## config.mk

```make
export PLATFORM = sky130hd
export DESIGN_NAME = mmio_ctrl
export DESIGN_NICKNAME = d
export VERILOG_FILES = /design/src/rtl/mmio_pkg.sv /design/src/rtl/key_debounce.sv /design/src/rtl/mmio_ctrl.sv
export SDC_FILE = /design/constraint.sdc
export NUM_CORES = 1
export LEC_CHECK = 0
export CORE_MARGIN = 1
export CORE_UTILIZATION = 45
export CTS_BUF_LIST = sky130_fd_sc_hd__clkbuf_8
export CTS_CLUSTER_SIZE = 10
export DETAILED_ROUTE_END_ITERATION = 10
export PLACE_DENSITY = 0.78
export SYNTH_ARGS = -nofsm -noshare
export SYNTH_HDL_FRONTEND = slang
export SYNTH_SLANG_ARGS = --single-unit
```

## constraint.sdc

```tcl
create_clock -name CLK -period 2.65 [get_ports CLK]
set_input_delay 0.3975 -clock CLK [delete_from_list [all_inputs] [get_ports CLK]]
set_output_delay 0.3975 -clock CLK [all_outputs]
set_load 0.01 [all_outputs]
```

## src/rtl/mmio_pkg.sv

```systemverilog
// Shared constants for the memory-mapped I/O window at 0xFFF0-0xFFFF.
package mmio_pkg;

    localparam logic [11:0] MMIO_BASE     = 12'hFFF;
    localparam logic [15:0] MMIO_MISS_VAL = 16'hDEAD;

    localparam logic [3:0] MMIO_KEYS    = 4'h0;
    localparam logic [3:0] MMIO_SW      = 4'h2;
    localparam logic [3:0] MMIO_KEYEDGE = 4'h4;
    localparam logic [3:0] MMIO_TIMER   = 4'h6;
    localparam logic [3:0] MMIO_HEX     = 4'h8;
    localparam logic [3:0] MMIO_LEDR    = 4'hA;
    localparam logic [3:0] MMIO_LEDG    = 4'hC;

    // Counter width able to hold 0..n-1, never narrower than one bit.
    function automatic int cnt_width(input int n);
        return (n > 1) ? $clog2(n) : 1;
    endfunction

endpackage

```

## src/rtl/key_debounce.sv

```systemverilog
// One pushbutton: two-flop synchroniser, stability counter, debounced level
// and a single-cycle pulse on the accepted press (1->0) transition.
module key_debounce
    import mmio_pkg::*;
#(
    parameter int DEBOUNCE_CYCLES = 500000
) (
    input  logic clk,
    input  logic rst_n,
    input  logic key_raw,
    output logic key_db,
    output logic press
);

    localparam int CW = cnt_width(DEBOUNCE_CYCLES);
    localparam logic [CW-1:0] CNT_LAST = CW'(DEBOUNCE_CYCLES - 1);

    logic          meta_reg;
    logic          sync_reg;
    logic          db_reg;
    logic [CW-1:0] cnt_reg;
    logic          differ;
    logic          accept;

    assign differ = (sync_reg != db_reg);
    assign accept = differ && (cnt_reg == CNT_LAST);
    // Pulse coincides with the edge that updates db_reg, so the sticky
    // capture in the parent sets on the same clock.
    assign press  = accept && !sync_reg;
    assign key_db = db_reg;

    always_ff @(posedge clk or negedge rst_n) begin
        if (!rst_n) begin
            meta_reg <= 1'b1;
            sync_reg <= 1'b1;
            db_reg   <= 1'b1;
            cnt_reg  <= '0;
        end else begin
            meta_reg <= key_raw;
            sync_reg <= meta_reg;
            if (!differ) begin
                cnt_reg <= '0;
            end else if (accept) begin
                db_reg  <= sync_reg;
                cnt_reg <= '0;
            end else begin
                cnt_reg <= cnt_reg + 1'b1;
            end
        end
    end

endmodule

```

## src/rtl/mmio_ctrl.sv

```systemverilog
// Memory-mapped I/O stage: display/LED registers, debounced keys with sticky
// press capture, synchronised switches and a free-running millisecond timer.
module mmio_ctrl
    import mmio_pkg::*;
#(
    parameter int DBITS           = 16,
    parameter int DEBOUNCE_CYCLES = 500000,
    parameter int TICK_CYCLES     = 50000
) (
    input  logic             CLK,
    input  logic             RESET_N,
    input  logic [DBITS-1:0] ADDR,
    input  logic [DBITS-1:0] DIN,
    input  logic             WE,
    output logic [DBITS-1:0] DOUT,
    output logic             HIT,
    input  logic [3:0]       KEY,
    input  logic [9:0]       SW,
    output logic [15:0]      HEXOUT,
    output logic [9:0]       LEDR,
    output logic [7:0]       LEDG
);

    localparam int PW = cnt_width(TICK_CYCLES);
    localparam logic [PW-1:0] PRESC_LAST = PW'(TICK_CYCLES - 1);

    logic [3:0]       offset;
    logic             wr;
    logic [3:0]       key_db;
    logic [3:0]       key_press;
    logic [3:0]       keyedge_reg;
    logic [3:0]       keyedge_next;
    logic [3:0]       edge_clr;
    logic [9:0]       sw_meta_reg;
    logic [9:0]       sw_sync_reg;
    logic [PW-1:0]    presc_reg;
    logic [DBITS-1:0] timer_reg;
    logic             tick;
    logic [15:0]      hex_reg;
    logic [9:0]       ledr_reg;
    logic [7:0]       ledg_reg;
    logic [15:0]      rd_val;

    assign HIT    = (ADDR[15:4] == MMIO_BASE);
    assign offset = ADDR[3:0];
    assign wr     = WE && HIT;

    for (genvar gi = 0; gi < 4; gi++) begin : g_key
        key_debounce #(
            .DEBOUNCE_CYCLES(DEBOUNCE_CYCLES)
        ) u_key_debounce (
            .clk    (CLK),
            .rst_n  (RESET_N),
            .key_raw(KEY[gi]),
            .key_db (key_db[gi]),
            .press  (key_press[gi])
        );
    end

    // A press landing on the same edge as its clear keeps the bit set.
    assign edge_clr     = (wr && offset == MMIO_KEYEDGE) ? DIN[3:0] : 4'h0;
    assign keyedge_next = (keyedge_reg & ~edge_clr) | key_press;
    assign tick         = (presc_reg == PRESC_LAST);

    always_ff @(posedge CLK or negedge RESET_N) begin
        if (!RESET_N) begin
            keyedge_reg <= '0;
            sw_meta_reg <= '0;
            sw_sync_reg <= '0;
            presc_reg   <= '0;
            timer_reg   <= '0;
            hex_reg     <= '0;
            ledr_reg    <= '0;
            ledg_reg    <= '0;
        end else begin
            keyedge_reg <= keyedge_next;
            sw_meta_reg <= SW;
            sw_sync_reg <= sw_meta_reg;

            // A timer load restarts the prescaler and swallows a coincident tick.
            if (wr && offset == MMIO_TIMER) begin
                timer_reg <= DIN;
                presc_reg <= '0;
            end else if (tick) begin
                timer_reg <= timer_reg + 1'b1;
                presc_reg <= '0;
            end else begin
                presc_reg <= presc_reg + 1'b1;
            end

            if (wr && offset == MMIO_HEX)  hex_reg  <= DIN[15:0];
            if (wr && offset == MMIO_LEDR) ledr_reg <= DIN[9:0];
            if (wr && offset == MMIO_LEDG) ledg_reg <= DIN[7:0];
        end
    end

    always_comb begin
        rd_val = MMIO_MISS_VAL;
        if (HIT) begin
            case (offset)
                MMIO_KEYS:    rd_val = {12'h000, key_db};
                MMIO_SW:      rd_val = {6'b0, sw_sync_reg};
                MMIO_KEYEDGE: rd_val = {12'h000, keyedge_reg};
                MMIO_TIMER:   rd_val = timer_reg[15:0];
                MMIO_HEX:     rd_val = hex_reg;
                MMIO_LEDR:    rd_val = {6'b0, ledr_reg};
                MMIO_LEDG:    rd_val = {8'h00, ledg_reg};
                default:      rd_val = MMIO_MISS_VAL;
            endcase
        end
    end

    assign DOUT   = DBITS'(rd_val);
    assign HEXOUT = hex_reg;
    assign LEDR   = ledr_reg;
    assign LEDG   = ledg_reg;

endmodule
```

Word level (Yosys, flattened, before mapping)
Cells that the tools add are included.
{"block": "op_classes", "add_sub_neg": 6, "eq_ne": 16, "muxes": 15, "n_bitwise": 3, "reduce_logical": 24}
{"op": "two-way mux 19 bit", "n": 8}
{"op": "case mux 16 bit (7 select lines)", "n": 1}
{"op": "two-way mux 16 bit", "n": 5}
{"op": "adder 19 x 1 -> 19 bit (second input constant)", "n": 4}
{"op": "== test 19 bit (second input constant)", "n": 4}
{"op": "adder 16 x 1 -> 16 bit (second input constant)", "n": 2}
{"op": "== test 16 bit (second input constant)", "n": 1}
{"op": "logical AND 1 bit", "n": 14}
{"op": "== test 12 bit (second input constant)", "n": 1}
{"op": "== test 4 bit (second input constant)", "n": 3}
{"op": "== test 4 x 3 -> 1 bit (second input constant)", "n": 2}
{"op": "AND reduction 2 bit", "n": 4}
{"op": "bitwise AND 4 bit", "n": 1}
{"op": "== test 4 x 2 -> 1 bit (second input constant)", "n": 1}
{"op": "logical NOT 1 bit", "n": 4}
{"op": "logical NOT 4 bit", "n": 1}
{"op": "two-way mux 4 bit", "n": 1}
{"op": "!= test 1 bit", "n": 4}
{"op": "inverter 4 bit", "n": 1}
{"op": "OR 4 bit", "n": 1}
{"op": "nonzero test 2 bit", "n": 1}
{"block": "totals", "regBits": 178, "in_bits": 49, "out_inout_bits": 51, "elab_cells": 88}

Logic depth before layout (Yosys ltp)
Gate-level depths: netlist of the first run.
{"block": "logic_depth", "word_depth": 7, "depth_mapped": 7, "depth_no_buf": 5}

Cells and area by module
From an unflattened synthesis of the first run, not the netlist that was laid out.
{"block": "unflattened", "cells_unflattened": 790, "hier_area_um2": 8695.8}
{"module": "key_debounce", "instances": 4, "cells_each": 103, "area_each_um2": 1112.3, "seq_area_each_um2": 554.3}
{"module": "mmio_ctrl", "instances": 1, "cells_each": 378, "area_each_um2": 4246.6, "seq_area_each_um2": 2252.2}

Worst setup path before layout of the first run
OpenSTA, ideal clock, no wires.
{"block": "synth_timing", "path_type": "in2out", "from": "input port ADDR[2]", "to": "output port DOUT[2]", "arrival_ps": 1736, "required_ps": 2253, "slack_ps": 517, "stages": 6, "path_buffers": 2, "cell_sequence": "clkbuf_1 -> clkbuf_1 -> mux2i_1 -> nor2_1 -> a21oi_1 -> o311ai_0"}
{"block": "synth_between", "elab_chain_cells": 3, "elab_cells_between_ends": 9, "classes_between": "eq/ne: 6; mux: 2; reduce/logical: 1"}
{"element": "start, declared", "line": "mmio_ctrl.sv:12", "rtl": "input logic [DBITS-1:0] ADDR,"}
{"element": "== test 4 bit (tied with other cells)", "line": "mmio_ctrl.sv:100", "rtl": "case (offset)"}
{"element": "case mux 16 bit (7 select lines) *", "line": "mmio_ctrl.sv:100"}
{"element": "two-way mux 16 bit *", "line": "mmio_ctrl.sv:99", "rtl": "if (HIT) begin"}
{"element": "end, declared", "line": "mmio_ctrl.sv:15", "rtl": "output logic [DBITS-1:0] DOUT,"}
Every way passes the cells marked *; elsewhere a longest branch is shown, timed or not.

Worst setup path after layout of the first run
{"block": "layout_timing", "from": "register timer_reg[3]", "to": "output port DOUT[3]"}
{"block": "layout_between", "elab_chain_cells": 2}
{"element": "start, declared", "line": "mmio_ctrl.sv:37", "rtl": "logic [DBITS-1:0] timer_reg;"}
{"element": "start signal, assigned", "line": "mmio_ctrl.sv:85", "rtl": "timer_reg <= timer_reg + 1'b1;"}
{"element": "case mux 16 bit (7 select lines)", "line": "mmio_ctrl.sv:100"}
{"element": "two-way mux 16 bit", "line": "mmio_ctrl.sv:99"}
No other way between the ends.

==> results of run 1 <==
## path summary, 6_finish.rpt
kind / startpoint / end / slack (ns) / depth (start not counted)
max: timer_reg[3] / DOUT[3] / 0.09 / 5
max reg2reg: g_key[0].u_key_debounce.cnt_reg[11] / g_key[0].u_key_debounce.cnt_reg[7] / 0.46 / 4
min reg2reg: sw_meta_reg[4] / sw_sync_reg[4] / 0.35 / 0
min in group asynchronous: RESET_N / HEXOUT[8] / 0.50 / 2
min: KEY[1] / g_key[1].u_key_debounce.meta_reg / 0.34 / 1
max in group asynchronous: RESET_N / g_key[2].u_key_debounce.sync_reg / 1.38 / 3
## metrics by stage
step | area, um2 | util
finish | 10460 | 0.5723
global route | 10450 | 0.5722
CTS | 10440 | 0.5714
detailed placement | 10040 | 0.5498
global placement | 10040 | 0.5498
floorplan | 8509 | -
## synth_stat cells, drive strengths merged (12+ instances only)
library cell,instances,area [um2]
a21oi,37,188.9
a31oi,15,93.84
and4,14,122.6
clkbuf,23,86.33
dfrtp,166,4154
dfstp,12,315.3
inv,24,90.09
mux2,39,439.2
nand2,47,176.4
nand3,38,190.2
nand4,25,156.4
nor2,76,285.3
nor3,25,125.1
o21ai,29,156.4
o31ai,26,205.2
or3,27,168.9
or4,25,191.4
xnor2,30,262.8
xor2,27,236.5
## what timing repair did
| action | CTS | global route |
|---|---|---|
| hold endpoints to repair | 56 | 0 |
| hold buffers | 1 | 0 |
| pin swaps | 3 | 2 |
| cloned | 1 | 0 |
| resized for setup | 23 | 3 |
| setup endpoints to repair | 16 | 3 |
| setup buffers | 1 | 1 |
## area by class of cell
| type | count | area, um2 |
|---|---|---|
| inverter | 24 | 90.09 |
| timing repair buffer | 152 | 1395 |
| tap | 229 | 286.5 |
| antenna | 1 | 2.502 |
| sequential | 178 | 4469 |
| multi-input combinational | 579 | 3831 |
| fill | 1558 | 7814 |
| clock inverter | 13 | 120.1 |
| clock buffer | 19 | 261.5 |
## cells by family after synthesis
| family | Yosys count |
|---|---|
| xor+xnor | 57 |
| mux | 46 |
| flops | 178 |
| compound gates | 137 |
| fa+ha+maj | 6 |
| buf+inv | 52 |
| simple gates | 333 |
## cell usage in the layout (no fill, tap or decap), types with 6 or more instances in the layout
cell type and count:
a22oi_1 6, clkdlybuf4s50_1 78, o31ai_1 24, or4_1 24, clkbuf_8 19, ha_1 6, nand4_1 25, and3_1 8
a22o_1 6, mux2i_1 6, dfstp_2 12, a221o_1 6, nor3_1 24, nand3_1 38, and4_1 14, dfrtp_1 166
a31oi_1 15, o21ai_0 26, or3_1 27, buf_4 48, a21oi_1 36, inv_1 27, xnor2_1 30, nor2_1 76
mux2_2 39, nand2_1 47, xor2_1 27, and2_1 8, dlygate4sd2_1 16, nor2b_1 9, nor4_1 7
## worst reg2reg max path, cell delays in order, from the launching register on
cell,delay (ns)
dfrtp_1,0.43
or4_1,0.53
or4_1,0.56
o21ai_4,0.44
nor2_1,0.11
## routing by layer
layer | global-route usage | vias up | part of all wire
met2 | 0.3565 | 178 | 0.48
met4 | 0.05965 | 0 | 0.012
met5 | 0 | - | 0
met1 | 0.2751 | 3363 | 0.45
li1 | - | 3272 | -
met3 | 0.05506 | 25 | 0.058
## power breakdown
| group | switching (mW) | internal (mW) |
|---|---|---|
| clock | 0.935 | 0.870 |
| combinational | 0.170 | 0.149 |
| sequential | 0.0504 | 2.77 |
==> metrics.cfg, run 1 <==
[outcome]
outcome=finished clean

[final_layout]
fin_nets=1007
largest_reg_flops=76
area_growth_pct=22.88
drive_gt1_frac=0.1472
final_cells=1195

[worst_setup_path]
slowest_stage=mux4_2
critPathKind=flip-flop to primary output
critPathBufInv=1
cp_slowest_stage_delay_ns=0.49
worst_setup_path_start_kind=flip-flop
cp_cell_sequence=mux4_2 > nor2_1 > a211oi_1 > a211o_1 > dlygate4sd2_1
required_ns=2.25
cp_top_family=multiplexers
end_kind=primary output
worstPathArrival_ns=2.16
path_max_fanout=7

[floorplan]
die_y_um=139.5
fp-row-count=49
fp.dieW_um=139.5
start_util=0.4658
fp.dieArea_mm2=0.01946
core_area_mm2=0.01827
pin_count=100

[placed_design]
portBuffers=99
place_hpwl_um=14340
dp_cells=1158
place_congestion=0.8952
post-place-ws_ns=-0.3014

[routing]
wire_per_inst_um=16.56
routed_wl_um=19790
drt_first_iter_violations=504
ant_nets=0
via_per_inst=5.722
dr.pass1.iters=5
drcViolationCount=0
vias=6838

[logic_synthesis]
synth_nets=864
postSynthRegisterBits=178
synth_edf_count=0
synth-async-reset-ratio=1.000
muxShareOfSynthArea=0.06131
synthSimpleGateAreaFrac=0.2135
synth_xor_area_frac=0.05867
postSynthCellCount=809
synth_top_family_by_area=simple AND/OR/NAND/NOR gates
synth_warnings=0
netlist_area_mm2=0.008509
synth_cell_types=55
synth-seq-area-share=0.5252
syn_area_per_cell_um2=10.52
synth-compound-area-share=0.1073
synthAdderAreaFrac=0.008822
ys.flop_type=dfrtp_1

[grt]
grt_pass1_vias=6623
grtUsageTotal=0.2138
antenna_found_initial=1
grt-ovfl-total=0
grt_max_degree=65
grt_first_pass_wirelength_um=32970

[clock_tree]
htreeDepth=4
numCtsBuffers=17
clkSinkCount=178
clock_path_buffers=2
cts_tree=done
cts-root-buf=clkbuf_8
clk_latency_ns=0.45
clk_pin_slew_ns=0.08

[power]
leakage_nw=4.329
ir_worst_vdd_mv=0.2984
power_density_mw_per_mm2=473.1
finalPower_mw=4.947

[timing]
clock_skew_ns=0.009826
worst_slew_pin_slew_ns=0.6144
setup_tns_ns=0
post-route-min-period_ns=2.557
relSlewSlack=0.5904
hold-worst-slack_ns=0.3432
setup_ws_ns=0.09332
timing.final.hold_violations=0
finalCritPeriodShare=0.9648
setup_viol=0
slew_viol_final=0
max_freq_ghz=0.3911
rsz0062_at_grt=false

[hold_path]
hp-class=input pin to flip-flop

[job]
drv_cap=0

Note: power is estimated with default switching activity, not from simulation.
==> inputs of run 2 (changes only) <==
--- a/config.mk
+++ b/config.mk
@@ -11,6 +11,7 @@
 export CTS_CLUSTER_SIZE = 10
 export DETAILED_ROUTE_END_ITERATION = 10
 export PLACE_DENSITY = 0.78
+export SETUP_SLACK_MARGIN = 0.05
 export SYNTH_ARGS = -nofsm -noshare
 export SYNTH_HDL_FRONTEND = slang
 export SYNTH_SLANG_ARGS = --single-unit
==> run 2 against run 1 <==
Clock skew barely moved. Critical endpoint is now DOUT[0]. Clock power barely moved. Via count increased by 0.69%. Non-clock buffer count unchanged. Final area did not move. Die area stayed put.
==> metrics.cfg, run 2 (synthesis results as in run 1) <==
[timing]
worst_slew_pin_slew_ns=0.6128
finalCritPeriodShare=0.9653
slew_viol_final=0
rsz0062_at_grt=false
setup_viol=0
max_freq_ghz=0.3909
post-route-min-period_ns=2.558
clock_skew_ns=0.009518
timing.final.hold_violations=0
setup_tns_ns=0
relSlewSlack=0.5915

[grt]
antenna_found_initial=1
grt_first_pass_wirelength_um=32960
grt_pass1_vias=6628
grt-ovfl-total=0
grt_max_degree=65
grtUsageTotal=0.2137

[worst_setup_path]
cp_cell_sequence=clkdlybuf4s50_1 > nand4_1 > nor3_1 > buf_4 > nand2_1 > buf_4 > a2111o_1 > clkdlybuf4s15_1
cp_top_family=buffers and inverters
cp_slowest_stage_delay_ns=0.45
path_max_fanout=4
worst_setup_path_start_kind=input pin
required_ns=2.25
slowest_stage=clkdlybuf4s50_1
critPathMostFrequentCell=buf_4
end_kind=primary output
critPathKind=input pin to primary output
critPathBufInv=4
worstPathArrival_ns=2.16

[clock_tree]
clk_latency_ns=0.45
clk_pin_slew_ns=0.08
cts-root-buf=clkbuf_8
numCtsBuffers=17
clock_path_buffers=2
htreeDepth=4
clkSinkCount=178
cts_tree=done

[power]
internal-power_mw=3.790
power_frac_clock=0.365
p_sw_frac=0.2336
switchingPower_mw=1.156
ir_worst_vdd_mv=0.2986
combinationalPowerShare=0.064
leakage_nw=4.327
power_density_mw_per_mm2=473.0
finalPower_mw=4.946
pwr-share-seq=0.571

[routing]
via_per_inst=5.762
dr.pass1.iters=5
routed_wl_um=19840
ant_nets=0
wire_per_inst_um=16.60
drcViolationCount=0
vias=6885
drt_first_iter_violations=397

[final_layout]
nFillCells=1556
largest_reg_flops=76
final_common_cell=dfrtp_1
area_growth_pct=22.88
seq_area_mm2=0.004471
layout_common_cells=165 x dfrtp_1, 78 x clkdlybuf4s50_1, 76 x nor2_1, 48 x buf_4, 47 x nand2_1
drive_gt1_frac=0.1492
final_cells=1195
fin_nets=1007
multi_input_area_mm2=0.003832

[hold_path]
hp-class=input pin to flip-flop

[floorplan]
fp.dieArea_mm2=0.01946
die_y_um=139.5
fp.dieW_um=139.5
core_area_mm2=0.01827
start_util=0.4658
fp-row-count=49
pin_count=100

[outcome]
outcome=finished clean

[job]
drv_cap=0

[placed_design]
dp_cells=1158
place_congestion=0.8952
place_hpwl_um=14340
portBuffers=99

run 2: changes by cell type in the layout (fill, tap and decap cells not counted), sizes merged:
cell           change
dlymetal6s2s       -1
clkdlybuf4s15      +1
run 2: final timing paths:
| check | from | endpoint | slack [ns] | cells past startpoint |
|---|---|---|---|---|
| min in group asynchronous | RESET_N | HEXOUT[8] | 0.50 | 2 |
| setup / recovery | ADDR[7] | DOUT[0] | 0.09 | 8 |
| hold / removal | KEY[1] | g_key[1].u_key_debounce.meta_reg | 0.34 | 1 |
| hold reg to reg | sw_meta_reg[4] | sw_sync_reg[4] | 0.35 | 0 |
| setup reg to reg | g_key[0].u_key_debounce.cnt_reg[11] | g_key[0].u_key_debounce.cnt_reg[6] | 0.46 | 4 |
| max in group asynchronous | RESET_N | g_key[2].u_key_debounce.sync_reg | 1.39 | 3 |
run 2: power by group through the flow:
| stage | clock, mW | sequential [mW] | combinational, mW |
|---|---|---|---|
| floorplan | 0 | 2.86 | 0.118 |
| global placement | 0 | 2.87 | 0.311 |
| detailed placement | 0 | 2.87 | 0.318 |
| CTS | 1.85 | 2.82 | 0.322 |
| global route | 1.97 | 2.83 | 0.354 |
| finish | 1.80 | 2.82 | 0.318 |
run 2: layout make-up:
cell class                 count  share of cell area
antenna                        1           0.0002393
sequential                   178              0.4275
tap                          229             0.02740
inverter                      24            0.008616
clock buffer                  19             0.02501
timing repair buffer         152              0.1332
clock inverter                13             0.01149
multi-input combinational    579              0.3665
run 2: repair_timing:
| item | in CTS | in global routing |
|---|---|---|
| gates resized for setup | 26 | 3 |
| endpoints found under the setup margin | 16 | 10 |
| hold endpoints to repair | 56 | 0 |
| pin swaps | 4 | 2 |
| buffers inserted | 0 | 2 |
| hold buffers | 1 | 0 |
| gates cloned | 1 | 0 |
run 2: metrics by stage:
step / util / hold slack (ns) / cell area, um2 / worst slack [ns]
global route: 0.5722 / 0.3186 / 10450 / 0.05057
detailed placement: 0.5498 / 0.3355 / 10040 / -0.3014
finish: 0.5723 / 0.3430 / 10460 / 0.09201
floorplan: - / 0.1019 / 8509 / 0.5166
global placement: 0.5498 / 0.3344 / 10040 / -0.2665
CTS: 0.5711 / 0.3160 / 10430 / -0.02113
run 2: worst register-to-register path: stages (launching register included):
cell and delay [ns]:
dfrtp_1 0.43, or4_1 0.53, or4_1 0.56, o21ai_4 0.44
nor2_1 0.10
run 2: metal layers:
metal  vias to the layer above  routed length (um)  GRT usage
met5                         -                   0          0
met4                         0                 226    0.06023
met2                       192                9534     0.3568
met1                      3394                8845     0.2744
li1                       3276                   -          -
met3                        23                1233    0.05506
==> inputs of run 3 (changes only) <==
--- a/config.mk
+++ b/config.mk
@@ -5,13 +5,15 @@
 export SDC_FILE = /design/constraint.sdc
 export NUM_CORES = 1
 export LEC_CHECK = 0
+export CAP_MARGIN = 10
 export CORE_MARGIN = 1
 export CORE_UTILIZATION = 45
 export CTS_BUF_LIST = sky130_fd_sc_hd__clkbuf_8
 export CTS_CLUSTER_SIZE = 10
 export DETAILED_ROUTE_END_ITERATION = 10
-export PLACE_DENSITY = 0.78
+export PLACE_DENSITY = 0.81
 export SETUP_SLACK_MARGIN = 0.05
 export SYNTH_ARGS = -nofsm -noshare
 export SYNTH_HDL_FRONTEND = slang
+export SYNTH_HIERARCHICAL = 1
 export SYNTH_SLANG_ARGS = --single-unit
==> constraint.sdc (replaced) <==
create_clock -name CLK -period 2.1 [get_ports CLK]
set_input_delay 0.315 -clock CLK [delete_from_list [all_inputs] [get_ports CLK]]
set_output_delay 0.315 -clock CLK [all_outputs]
set_load 0.01 [all_outputs]
==> run 3 against run 2 <==
Flip-flop and latch count unchanged. Final area rose by 4.5%. Hold slack worse by 0.086 ns. Critical path type unchanged. Combinational power up 26%. Sequential power up 27%. Wire length grew 5.8%. Register-to-register slack lost 0.28 ns. Power up 27%. Non-clock buffer count rose by 23. Critical endpoint unchanged. Area after synthesis rose by 2.2%. Highest routed layer is now met5. Clock-buffer cell count fell by 1.
==> metrics.cfg, run 3 <==
[clock_tree]
cts-root-buf=clkbuf_8
clk_pin_slew_ns=0.09
numCtsBuffers=17
cts_tree=done
clock_path_buffers=2
clk_latency_ns=0.47
htreeDepth=4
clkSinkCount=178

[floorplan]
die_y_um=141.0
fp.dieW_um=141.0
pin_count=100
start_util=0.4618
fp.dieArea_mm2=0.01988
core_area_mm2=0.01883
fp-row-count=50

[hold_path]
hp-class=input pin to flip-flop

[worst_setup_path]
worstPathArrival_ns=1.77
cp_slowest_stage_delay_ns=0.35
critPathKind=input pin to primary output
end_kind=primary output
required_ns=1.78
cp_cell_sequence=clkdlybuf4s15_2 > buf_6 > buf_4 > and3_4 > a222oi_1 > o211ai_1 > buf_2
path_max_fanout=5
worst_setup_path_start_kind=input pin
slowest_stage=a222oi_1

[routing]
via_per_inst=5.612
ant_nets=0
drt_first_iter_violations=457
dr.pass1.iters=5
wire_per_inst_um=17.00
routed_wl_um=20990
vias=6931
drcViolationCount=0

[placed_design]
post-place-ws_ns=-0.6291
place_congestion=0.8651
placed_cell_area_mm2=0.01042
portBuffers=99
place_hpwl_um=15320

[grt]
antenna_found_initial=2
grt_max_degree=49
grt_pass1_vias=6744
grt-ovfl-total=0
grt_first_pass_wirelength_um=34350
grtUsageTotal=0.2231

[logic_synthesis]
synth_top_family_by_area=simple AND/OR/NAND/NOR gates
postSynthRegisterBits=178
synth_edf_count=0
synth-async-reset-ratio=1.000
netlist_area_mm2=0.008696
synthSimpleGateAreaFrac=0.2386
synth_top_area_cell=dfrtp_1
synth_xor_area_frac=0.07755
synth_cell_types=53
synth.most_common_cell=dfrtp_1
ys.flop_type=dfrtp_1
syn_area_per_cell_um2=11.01
synth-compound-area-share=0.07914
postSynthCellCount=790
synth-seq-area-share=0.5140
synth_nets=845
muxShareOfSynthArea=0.06259
ys_top_cells_by_area=dfrtp_1 48%, xnor2_1 6.7%, mux2_2 4.5%
yosysTopAreaCellShare=0.4777
yosys-top-cells-count=166 x dfrtp_1, 84 x nor2_1, 67 x xnor2_1
synthAdderAreaFrac=0.008633
synth_warnings=6

[final_layout]
fin_nets=1016
largest_reg_flops=76
layout_common_cells=166 x dfrtp_1, 83 x nor2_1, 67 x xnor2_1, 67 x buf_4, 65 x clkdlybuf4s50_1
final_common_cell=dfrtp_1
final_area_mm2=0.01093
drive_gt1_frac=0.2454
area_growth_pct=25.68

[timing]
setup_viol=0
timing.final.hold_violations=0
finalCritPeriodShare=0.9949
hold-worst-slack_ns=0.2572
rsz0062_at_grt=true
clock_skew_ns=0.02184
max_freq_ghz=0.4787
slew_viol_final=0
worst_slew_pin_slew_ns=0.4702
relSlewSlack=0.6855
post-route-min-period_ns=2.089
setup_tns_ns=0
setup_ws_ns=0.01081

[power]
leakage_nw=4.473
power_density_mw_per_mm2=575.4
ir_worst_vdd_mv=0.4464

[job]
drv_cap=0

[outcome]
outcome=finished clean

[run 3: cells by family (layout without fill, tap and decap cells)]
kind of cell    after synthesis  in the layout
buf+inv                      41            225
fa+ha+maj                     6              6
flops                       178            178
mux                          48             48
other cells                   0              1
xor+xnor                     77             77
simple gates                349            349
compound gates               91             91
[run 3: report_power, final]
| part | total, mW | switching (mW) | internal, mW | leakage [nW] |
|---|---|---|---|---|
| sequential | 3.57 | 0.0760 | 3.50 | 2.29 |
| combinational | 0.400 | 0.211 | 0.188 | 1.98 |
| clock | 2.31 | 1.23 | 1.09 | 0.198 |
| total | 6.29 | 1.52 | 4.77 | 4.47 |
[run 3: metal layers]
| metal | vias to the layer above | wire length [um] | share of wire | track usage |
|---|---|---|---|---|
| met2 | 241 | 10070 | 0.48 | 0.3540 |
| met1 | 3422 | 9231 | 0.44 | 0.2964 |
| met4 | 2 | 353 | 0.017 | 0.09268 |
| li1 | 3240 | - | - | - |
| met3 | 26 | 1322 | 0.063 | 0.04925 |
| met5 | - | 13 | 0.00062 | 0 |
[run 3: final cells by class]
type,instances,area (um2)
fill,1479,7901
sequential,178,4469
multi-input combinational,571,4149
timing repair buffer,175,1528
tap,260,325.3
clock buffer,18,247.7
clock inverter,14,140.1
inverter,18,67.56
antenna,1,2.502
[run 3: what timing repair did]
item / in CTS / in global routing
setup endpoints to repair: 17 / 19
resized for setup: 94 / 22
buffers inserted: 9 / 5
cloned: 0 / 0
pin swaps: 14 / 9
hold buffers: 1 / 0
endpoints found under the hold margin: 37 / 0
[run 3: path summary, 6_finish.rpt]
path | depth (start not counted) | to | slack (ns) | from
setup / recovery | 7 | DOUT[0] | 0.01 | ADDR[2]
hold / removal | 1 | g_key[2].u_key_debounce/meta_reg | 0.26 | KEY[2]
setup reg to reg | 6 | timer_reg[13] | 0.18 | presc_reg[0]
hold reg to reg | 0 | sw_sync_reg[3] | 0.35 | sw_meta_reg[3]
max in group asynchronous | 3 | g_key[1].u_key_debounce/meta_reg | 1.04 | RESET_N
min in group asynchronous | 2 | g_key[3].u_key_debounce/cnt_reg[11] | 0.35 | RESET_N
[run 3: per-stage QoR]
step	total power [mW]	util	instances
after global routing	6.553	0.5804	1235
after detailed placement	4.031	0.5533	1187
final	6.288	0.5804	1235
after CTS	6.347	0.5783	1229
after floorplan	3.758	-	790
after global placement	4.020	0.5533	1187
[run 3: worst max-delay path: cells and delay by family]
kind / cells / cell delay [ns]
AO/OA/AOI/OAI: 2 / 0.57
buffers and inverters: 4 / 0.71
AND/OR/NAND/NOR: 1 / 0.18
